### src/rtl/super_pkg.sv
// Shared types and constants for the instruction front end.
//   ir_reg_t     : instruction record handed to the decode stage
//   ir_errs_t    : per-instruction error flags carried with ir_reg_t
//   hw_entry_t   : one slot of the halfword realignment queue
//   HwQueueDepth : number of halfword slots in the realigner queue
package super_pkg;

  localparam int unsigned HwQueueDepth = 4;
  localparam int unsigned HwQueueIdxW  = $clog2(HwQueueDepth);
  // One extra bit so a full queue (count == depth) is representable.
  localparam int unsigned HwQueueCntW  = HwQueueIdxW + 1;

  typedef struct packed {
    logic fetch_err;
    logic illegal_insn;
  } ir_errs_t;

  typedef struct packed {
    logic [31:0] insn;
    logic [31:0] pc;
    logic        is_comp;
    ir_errs_t    errs;
  } ir_reg_t;

  typedef struct packed {
    logic [15:0] hw;
    logic        err;
  } hw_entry_t;

  // RV compressed encodings are every halfword whose low two bits are not 2'b11.
  function automatic logic is_compressed(logic [15:0] hw);
    return hw[1:0] != 2'b11;
  endfunction

endpackage

### src/rtl/instr_realigner.sv
// Instruction realigner: turns a stream of word-aligned fetch words into whole
// RV32 instructions (16- or 32-bit) that may straddle word boundaries.
//
// Ports
//   clk_i, rst_ni          : clock, asynchronous active-low reset
//   fetch_valid_i          : fetch_rdata_i/fetch_err_i carry a word
//   fetch_rdata_i          : sequential word-aligned instruction word
//   fetch_err_i            : bus error attached to that word
//   fetch_ready_o          : a word is accepted this cycle when valid
//   redirect_i             : flush the queue and restart at redirect_pc_i
//   redirect_pc_i          : restart PC (bit 0 ignored)
//   instr_valid_o          : instr_o holds a complete instruction
//   instr_ready_i          : downstream consumes instr_o
//   instr_o                : aligned instruction record
module instr_realigner
  import super_pkg::*;
#(
  parameter bit CHERIoTEn = 1'b1
) (
  input  logic        clk_i,
  input  logic        rst_ni,
  input  logic        fetch_valid_i,
  input  logic [31:0] fetch_rdata_i,
  input  logic        fetch_err_i,
  output logic        fetch_ready_o,
  input  logic        redirect_i,
  input  logic [31:0] redirect_pc_i,
  output logic        instr_valid_o,
  input  logic        instr_ready_i,
  output ir_reg_t     instr_o
);

  // Circular halfword queue: hd_q points at the oldest slot, cnt_q slots used.
  hw_entry_t [HwQueueDepth-1:0] q_q, q_d;
  logic [HwQueueIdxW-1:0]       hd_q, hd_d;
  logic [HwQueueCntW-1:0]       cnt_q, cnt_d;
  logic [31:0]                  pc_q, pc_d;
  // Set after a redirect to an odd halfword: drop the low half of the next word.
  logic                         skip_q, skip_d;

  logic [HwQueueIdxW-1:0] hd1_idx;
  logic [HwQueueIdxW-1:0] wr0_idx;
  logic [HwQueueIdxW-1:0] wr1_idx;
  hw_entry_t              head0;
  hw_entry_t              head1;
  logic                   head_comp;
  logic                   head_len1;
  logic                   fetch_acc;
  logic                   deq;
  logic [HwQueueCntW-1:0] enq_n;
  logic [HwQueueCntW-1:0] deq_n;

  // CHERIoTEn has no effect here; redirect_pc_i[0] is ignored by definition.
  logic unused_inputs;
  assign unused_inputs = ^{CHERIoTEn, redirect_pc_i[0]};

  // ---------------------------------------------------------------------------
  // Head decode
  // ---------------------------------------------------------------------------
  always_comb begin
    hd1_idx   = hd_q + 1'b1;
    head0     = q_q[hd_q];
    head1     = q_q[hd1_idx];
    head_comp = is_compressed(head0.hw);
    // Errored halfwords are emitted on their own, so they behave like 16-bit.
    head_len1 = head0.err | head_comp;
  end

  assign instr_valid_o = (cnt_q != '0) &
                         (head_len1 | (cnt_q >= HwQueueCntW'(2)));

  // Only take a word when both halves are guaranteed to fit.
  assign fetch_ready_o = (cnt_q <= HwQueueCntW'(HwQueueDepth - 2)) & ~redirect_i;
  assign fetch_acc     = fetch_valid_i & fetch_ready_o;
  assign deq           = instr_valid_o & instr_ready_i & ~redirect_i;

  // ---------------------------------------------------------------------------
  // Output record
  // ---------------------------------------------------------------------------
  always_comb begin
    instr_o    = '0;
    instr_o.pc = pc_q;
    if (head0.err) begin
      instr_o.errs.fetch_err = 1'b1;
    end else if (head_comp) begin
      instr_o.insn    = {16'h0000, head0.hw};
      instr_o.is_comp = 1'b1;
    end else begin
      instr_o.insn           = {head1.hw, head0.hw};
      instr_o.errs.fetch_err = head1.err;
    end
  end

  // ---------------------------------------------------------------------------
  // Next state
  // ---------------------------------------------------------------------------
  always_comb begin
    q_d     = q_q;
    hd_d    = hd_q;
    cnt_d   = cnt_q;
    pc_d    = pc_q;
    skip_d  = skip_q;
    enq_n   = '0;
    deq_n   = '0;
    // Writes are placed relative to the current head; a same-cycle dequeue
    // only moves hd_q, so these slots stay correct.
    wr0_idx = hd_q + cnt_q[HwQueueIdxW-1:0];
    wr1_idx = wr0_idx + 1'b1;

    if (fetch_acc) begin
      if (skip_q) begin
        q_d[wr0_idx].hw  = fetch_rdata_i[31:16];
        q_d[wr0_idx].err = fetch_err_i;
        enq_n            = HwQueueCntW'(1);
        skip_d           = 1'b0;
      end else begin
        q_d[wr0_idx].hw  = fetch_rdata_i[15:0];
        q_d[wr0_idx].err = fetch_err_i;
        q_d[wr1_idx].hw  = fetch_rdata_i[31:16];
        q_d[wr1_idx].err = fetch_err_i;
        enq_n            = HwQueueCntW'(2);
      end
    end

    if (deq) begin
      if (head_len1) begin
        deq_n = HwQueueCntW'(1);
        pc_d  = pc_q + 32'd2;
      end else begin
        deq_n = HwQueueCntW'(2);
        pc_d  = pc_q + 32'd4;
      end
      hd_d = hd_q + deq_n[HwQueueIdxW-1:0];
    end

    cnt_d = cnt_q + enq_n - deq_n;

    // Redirect overrides everything that happened this cycle.
    if (redirect_i) begin
      cnt_d  = '0;
      hd_d   = '0;
      pc_d   = {redirect_pc_i[31:1], 1'b0};
      skip_d = redirect_pc_i[1];
    end
  end

  always_ff @(posedge clk_i or negedge rst_ni) begin
    if (!rst_ni) begin
      q_q    <= '0;
      hd_q   <= '0;
      cnt_q  <= '0;
      pc_q   <= '0;
      skip_q <= 1'b0;
    end else begin
      q_q    <= q_d;
      hd_q   <= hd_d;
      cnt_q  <= cnt_d;
      pc_q   <= pc_d;
      skip_q <= skip_d;
    end
  end

endmodule

### config.mk
export PLATFORM = sky130hd
export DESIGN_NAME = instr_realigner
export DESIGN_NICKNAME = d
export VERILOG_FILES = /design/src/rtl/super_pkg.sv /design/src/rtl/instr_realigner.sv
export SDC_FILE = /design/constraint.sdc
export NUM_CORES = 1
export LEC_CHECK = 0
export CAP_MARGIN = 30
export CORE_UTILIZATION = 31
export DETAILED_ROUTE_END_ITERATION = 8
export PLACE_DENSITY = 0.58
export SETUP_SLACK_MARGIN = 0.05
export SKIP_CTS_REPAIR_TIMING = 1
export SYNTH_ARGS = -nofsm -noshare
export SYNTH_HDL_FRONTEND = slang
export SYNTH_SLANG_ARGS = --single-unit
export TNS_END_PERCENT = 30
### constraint.sdc
create_clock -name clk_i -period 3.22 [get_ports clk_i]
set_input_delay 0.966 -clock clk_i [delete_from_list [all_inputs] [get_ports clk_i]]
set_output_delay 0.966 -clock clk_i [all_outputs]
set_load 0.05 [all_outputs]
* Word-level counts from Yosys, hierarchy flattened *
Cells that the tools add are included.
W data, S select, Z words.

storage, ports and cells
  bits in writable memories = 0
  ROM bits = 0
  word-level logic and storage cells = 80
  flip-flop bits (word level) = 106
  bits in latches = 0
  input port bits = 70
  memories = 0
  output and inout port bits = 69

cells by class
  magnitude comparators = 8
  multiply operators = 0
  reductions and logical operators = 5
  shift operators = 0
  divide/modulo/power cells = 0
  add/subtract/negate cells = 8
  bitwise operators = 8
  eq/ne operators = 1
  muxes and demuxes = 38

operators with widths
  operator                 count
  $bwmux W68               6
  $mux W32                 5
  $demux W17 S2            4
  $bmux W17 S2             2
  $mux W17                 4
  $mux W68                 1
  $add A32 B2 Y32 const B  1
  $add A32 B3 Y32 const B  1
  $lt A2 B3 Y1 const B     4
  $mux W2                  5
  $mux W3                  3
  $mux W1                  8
  $and A1 B1 Y1            5
  $add A2 B1 Y2 const B    2
  $add A2 B2 Y2            2
  $ge A2 B1 Y1 const B     2
  $reduce_bool A2 Y1       2
  $add A3 B3 Y3            1
  $ge A3 B2 Y1 const B     1
  $le A3 B2 Y1 const B     1
  $reduce_bool A3 Y1       1
  $sub A3 B3 Y3            1
  $logic_and A1 B1 Y1      2
  $ne A2 B2 Y1 const B     1
  2 further kinds          3

* Depth between registers and ports, before layout *
Gate-level depths: netlist of run 1.

  depth after elaboration = 12
  mapped depth = 13
  gate-level depth less buffers = 11

* Least setup slack after synthesis of run 1 *
No wires, ideal clock.

  kind = input -> register
  from = in redirect_i
  to = reg cnt_q[2]
  path slack = -0.961 ns
  cell stages on the path = 9
  path buffers = 2
  data arrival time = 4.049 ns
  library setup time = 0.132 ns
  cell sequence = clkbuf_1 -> a211oi_1 -> and2_1 -> clkbuf_1 -> nand2b_1 -> fa_1 -> fa_1 -> xnor2_1 -> nor2_1

between the ends
  longest elaborated chain between the ends = 7

ends and longest elaborated chain
  element                  RTL line                text
  from (decl)              instr_realigner.sv:26   input logic redirect_i,
  $not A1 Y1               instr_realigner.sv:73   assign fetch_ready_o = (cnt_q <= HwQueueCntW'(HwQueueDepth - 2)) & ~redirect_i;
  $and A1 B1 Y1            instr_realigner.sv:73
  named net fetch_ready_o  instr_realigner.sv:25   output logic fetch_ready_o,
  $and A1 B1 Y1            instr_realigner.sv:74   assign fetch_acc = fetch_valid_i & fetch_ready_o;
  $mux W2                  instr_realigner.sv:110  if (fetch_acc) begin
  $add A3 B3 Y3            instr_realigner.sv:136  cnt_d = cnt_q + enq_n - deq_n;
  $sub A3 B3 Y3            instr_realigner.sv:136
  $mux W3                  instr_realigner.sv:139  if (redirect_i) begin
  named net cnt_d[2]       instr_realigner.sv:36   logic [HwQueueCntW-1:0] cnt_q, cnt_d;
  to (signal assigned)     instr_realigner.sv:157  cnt_q <= cnt_d;
  to (decl)                instr_realigner.sv:36

The timed path passes the listed nets, and every way through them passes these cells.
A chain may end at the register's enable or synchronous reset.

==> results of run 1 <==
[how the worst max path moves through the flow]
stage                  startpoint           to  slack [ns]  depth (start not counted)
global placement    instr_ready_i     cnt_q[2]       -0.02                          8
detailed placement  instr_ready_i     cnt_q[2]       -0.05                          8
global route              hd_q[1]  instr_o[40]        0.04                          4
finish                    hd_q[1]  instr_o[44]        0.10                          4
CTS                       hd_q[0]   instr_o[1]       -0.11                          6
floorplan              redirect_i     cnt_q[2]       -0.03                         12
[metrics by stage]
stage               utilization  hold WS, ns  std cells  instance area (um2)  setup WS, ns
global placement          0.419        0.480       1087                 8880       -0.0185
CTS                       0.432        0.508       1103                 9170        -0.107
global route              0.439        0.530       1113                 9310        0.0383
detailed placement        0.419        0.492       1087                 8880       -0.0522
finish                    0.439        0.503       1113                 9310         0.104
floorplan                     -        0.461        697                 6820       -0.0331
[worst max-delay path, stage by stage (launching register included)]
cell	delay, ns
dfrtp_2	0.48
mux4_2	0.66
buf_6	0.23
nor2b_1	0.24
buf_12	0.17
[registers in the layout, summed over array words and instances (netlist names)]
name,cells
hd_q,2
pc_q,31
skip_q,1
q_q,68
cnt_q,3
[kinds of logic after synthesis]
group | count (synthesis) | share of synthesized area
AO/OA/AOI/OAI | 201 | 0.203
flip-flops | 105 | 0.388
XOR/XNOR | 27 | 0.0349
buffers and inverters | 70 | 0.0445
other | 1 | 0.000554
AND/OR/NAND/NOR | 235 | 0.174
multiplexers | 41 | 0.123
adder cells (fa/ha/maj) | 16 | 0.0318
[cell type report]
cell class                 instances  area, um2
inverter                          17       68.8
multi-input combinational        522       3940
timing repair buffer             176       2040
clock inverter                     5       40.0
tap                              275        344
sequential                       105       2630
clock buffer                      11        243
antenna                            2       5.00
fill                            2029      11900
[layer usage]
layer / GRT usage / part of all wire
met1: 0.252 / 0.45
met2: 0.303 / 0.49
met3: 0.0259 / 0.041
met4: 0.0813 / 0.019
met5: 0 / 0
[layout by cell type (no fill, tap or decap), types with 10 or more instances in the layout]
cell and instances:
a22oi_1 64, clkdlybuf4s50_1 97, o21ai_1 16, nand2_1 101, inv_1 14, buf_4 38, buf_12 37, ha_1 14
mux4_2 33, and3_1 18, nor2b_1 36, o21ai_0 79, nor2_1 17, dfrtp_1 103, nand3_1 14, xnor2_1 22
nand4_1 10
[where the power goes]
group	leakage (nW)	internal, mW	switching (mW)
Combinational	2.14	2.00	2.70
Sequential	1.35	1.70	0.365
Clock	0.134	0.553	0.528
==> metrics.csv, run 1 <==
stage;metric;value;unit
logic_synthesis;postSynthAreaPerCell;9.73;um2
placement;portBuffers;135;
logic_synthesis;synth_top_area_cell;dfrtp_1;
logic_synthesis;synth.distinct_cells;55;
route;wl;20400;um
cts;clockBufferDepth;2;
logic_synthesis;ys_top_cells_by_area;dfrtp_1 39%, mux4_2 11%, a22oi_1 7.1%;
global_route;grt_first_pass_wirelength;32100;um
critical_path;reg2reg_slack;0.22;ns
route;drtIter0Drc;364;
sta;maxSlewViolCount;0;
status;outcome;finished clean;
placement;hpwl;14300;um
sta;fmax;0.321;GHz
placement;gp_congestion;0.780;
cts;path_clk_slew;0.07;ns
floorplanning;dieArea;22400;um2
critical_path;cp_max_fo;16;
pwr;ir_drop;0.517;mV
sta;fin_crit_sh;0.968;
sta;slew_headroom;0.529;
critical_path;cp-end-kind;output pin;
floorplanning;io_pins;139;
route;antenna_left;0;
min_path;holdPathStages;2;
min_path;hold_end;q_q[12];
sta;worst_slew_pin_slew;0.707;ns
logic_synthesis;syn_area;6770;um2
route;wl_per_cell;18.3;um
job;drv_cap;0;
sta;finalClockSkew;0.00911;ns
logic_synthesis;synth_top_flop_cell;dfrtp_1;
pwr;pwr_density_cell;844;nW/um2
logic_synthesis;ys_seq_area_frac;0.388;
min_path;hp-class;reg -> reg;
route;vias;5847;
cts;cts_sinks;105;
critical_path;crit_path_start_kind;register;
cells_and_area;drive_gt1_frac;0.207;
global_route;grt_antenna_before_repair;2;
global_route;grt_use_total;0.188;
critical_path;arrival;2.15;ns
critical_path;path_class;reg -> out;
critical_path;reg2reg_from;hd_q[1];
logic_synthesis;synth_most_common_cell;dfrtp_1;
sta;setup_tns;0;ns
critical_path;r2r_cells;11;
logic_synthesis;netlist.area_leader.share;0.388;
floorplanning;coreArea;21200;um2
logic_synthesis;ys_warn_count;0;
logic_synthesis;synth_commonest_cells;105 x dfrtp_1, 101 x nand2_1, 79 x o21ai_0, 64 x a22oi_1, 39 x nor2b_1;
sta;grt_setup_unrepaired;yes;
pwr;p_leak;3.63;nW
min_path;min_from;q_q[12];
cells_and_area;syn2layout_area_growth;37.4;%
floorplanning;die_height;150;um
global_route;grt_overflow_total;0;
floorplanning;die_w;150;um
logic_synthesis;synth_cells;696;
route;vias_per_cell;5.25;
floorplanning;num_rows;53;
logic_synthesis;synthArstFlopShare;1.00;
logic_synthesis;ys_ff_latch;105;
critical_path;crit_required;2.25;ns
global_route;grt_max_degree;48;
sta;final_hold_viol_count;0;
route;drc;0;
route;drt-pass1-iter-count;5;
cts;root_buffer;clkbuf_16;
cts;cts_buffers;9;
cts;clock_latency;0.35;ns
critical_path;rr_endpoint;cnt_q[2];
cells_and_area;fin_nets;917;
logic_synthesis;synth_edf_count;0;
cts;cts_max_level;3;
sta;setup_viol;0;
pwr;power;7.85;mW
global_route;grt_pass1_vias;5741;
floorplanning;start_util;0.319;
sta;period_needed;3.12;ns
cts;cts_tree;done;
(Power assumes the default switching activity.)
==> run 2, diff against run 1 <==
- CTS_CLUSTER_SIZE: not set -> 10
==> results of run 2 <==
The final DEF is identical to that of run 1; final timing and power are the same.
==> run 3, diff against run 2 <==
- MAX_ROUTING_LAYER: not set -> met4
- TNS_END_PERCENT: 30 -> not set
==> run 3 against run 2 <==
  * Core utilization hardly changed
  * Combinational power hardly changed
  * Count of clock-buffer cells in the layout stayed put
  * Sequential power hardly changed
  * Register-to-register slack better by 0.02 ns
  * First-iteration DRC count is 1.6% higher
  * Clock power hardly changed
  * Non-clock buffer count stayed put
  * Sequential cell count stayed put
  * Setup slack better by 0.0021 ns
  * Maximum frequency hardly changed
  * Critical path type unchanged
==> metrics.csv, run 3 (synthesis gave the netlist of run 1 again) <==
stage;metric;value;unit
cts;clock_latency;0.35;ns
cells_and_area;top_regs;q_q x68, pc_q x31, cnt_q x3;
route;vias_per_cell;5.26;
global_route;grt_use_total;0.194;
cts;cts_buffers;9;
global_route;use_met3;0.0268;
cts;cts_max_level;3;
cells_and_area;largest_reg_flops;68;
floorplanning;dieArea;22400;um2
global_route;grt_antenna_before_repair;2;
critical_path;rr_endpoint;cnt_q[2];
sta;worst_slew_pin_slew;0.697;ns
cells_and_area;final_common_cell;dfrtp_1;
floorplanning;die_w;150;um
global_route;grt_pass1_vias;5759;
placement;post-place-ws;-0.0522;ns
cells_and_area;top_register;q_q;
critical_path;crit_end;instr_o[66];
route;wl_per_cell;18.2;um
sta;grt_setup_unrepaired;yes;
cts;root_buffer;clkbuf_16;
global_route;grt_use_met1;0.254;
pwr;power;7.85;mW
critical_path;max_stage_delay;0.66;ns
critical_path;crit_chain;mux4_2 -> clkinv_4 -> buf_4 -> and3_1 -> buf_12;
critical_path;reg2reg_slack;0.24;ns
cts;cts_sinks;105;
sta;maxSlewViolCount;0;
placement;portBuffers;135;
sta;fin_crit_sh;0.967;
route;wl;20300;um
global_route;grt_overflow_total;0;
sta;setup_viol;0;
critical_path;crit_required;2.25;ns
job;drv_cap;0;
sta;period_needed;3.11;ns
min_path;hp-class;reg -> reg;
critical_path;crit_path_start_kind;register;
placement;gp_congestion;0.791;
critical_path;startpoint;hd_q[1];
sta;final_hold_viol_count;0;
status;outcome;finished clean;
critical_path;cp_slowest_cell;mux4_2;
route;drc;0;
floorplanning;io_pins;139;
pwr;p_leak;3.63;nW
cells_and_area;fin_nets;917;
cells_and_area;syn2layout_area_growth;37.6;%
sta;layout_setup_ws;0.106;ns
cts;clockBufferDepth;2;
cts;cts_tree;done;
placement;hpwl;14300;um
sta;fmax;0.321;GHz
critical_path;r2r_cells;11;
pwr;pwr_density_cell;843;nW/um2
floorplanning;start_util;0.319;
cts;path_clk_slew;0.07;ns
route;antenna_left;0;
sta;finalClockSkew;0.0110;ns
route;vias;5854;
critical_path;cp_max_fo;8;
global_route;top_usage_layer;met2;
critical_path;cp-end-kind;output pin;
global_route;grt_max_degree;48;
route;drtIter0Drc;370;
floorplanning;die_height;150;um
floorplanning;coreArea;21200;um2
critical_path;arrival;2.15;ns
pwr;ir_drop;0.518;mV
route;drt-pass1-iter-count;5;
global_route;use_met2;0.304;
global_route;grt_first_pass_wirelength;32100;um
cells_and_area;final_cell_mix;103 x dfrtp_1, 101 x nand2_1, 97 x clkdlybuf4s50_1, 79 x o21ai_0, 64 x a22oi_1;
sta;slew_headroom;0.535;
critical_path;reg2reg_from;hd_q[1];
cells_and_area;post-route-util;0.439;
cells_and_area;drive_gt1_frac;0.212;
floorplanning;num_rows;53;
critical_path;path_class;reg -> out;
## run 3: changes by cell type in the layout (fill, tap and decap cells not counted)
cell | previous run | this run
nor2b_1 | 36 | 31
nor2b_2 | 3 | 8
and3_1 | 18 | 19
and3_4 | 3 | 2
## run 3: cell type report
class | count | area, um2
tap | 275 | 344
inverter | 17 | 68.8
multi-input combinational | 522 | 3950
fill | 2025 | 11900
sequential | 105 | 2630
timing repair buffer | 176 | 2040
antenna | 2 | 5.00
clock inverter | 5 | 40.0
clock buffer | 11 | 243
## run 3: how the worst min path moves through the flow
stage / endpoint / cells after the start / from / slack (ns)
detailed placement: q_q[12] / 2 / q_q[12] / 0.49
finish: q_q[12] / 2 / q_q[12] / 0.50
global route: q_q[9] / 2 / q_q[9] / 0.53
CTS: q_q[12] / 2 / q_q[12] / 0.51
global placement: q_q[28] / 2 / q_q[28] / 0.48
floorplan: q_q[52] / 2 / q_q[52] / 0.46
## run 3: routing by layer
metal,vias up,wire [um]
met5,-,0
met4,0,404
met3,23,935
met2,160,10100
met1,2853,8880
li1,2818,-
## run 3: critical path, delay by kind of cell (launching register included)
| kind | cells | cell delay, ns |
|---|---|---|
| mux | 1 | 0.66 |
| buf+inv | 3 | 0.44 |
| simple gates | 1 | 0.22 |
| flops | 1 | 0.48 |
## run 3: report_power, final
group | total (mW) | switching [mW] | internal, mW
combinational | 4.70 | 2.69 | 2.01
sequential | 2.07 | 0.367 | 1.70
clock | 1.07 | 0.522 | 0.553
## run 3: metrics by stage
| stage | hold slack [ns] | std cells | TNS [ns] | cell area [um2] |
|---|---|---|---|---|
| 6_report | 0.501 | 1113 | 0 | 9310 |
| 3_3_place_gp | 0.480 | 1087 | -0.0185 | 8880 |
| 2_1_floorplan | 0.461 | 697 | -0.0331 | 6820 |
| 5_1_grt | 0.530 | 1113 | 0 | 9310 |
| 3_5_place_dp | 0.492 | 1087 | -0.0522 | 8880 |
| 4_1_cts | 0.508 | 1103 | -0.248 | 9170 |
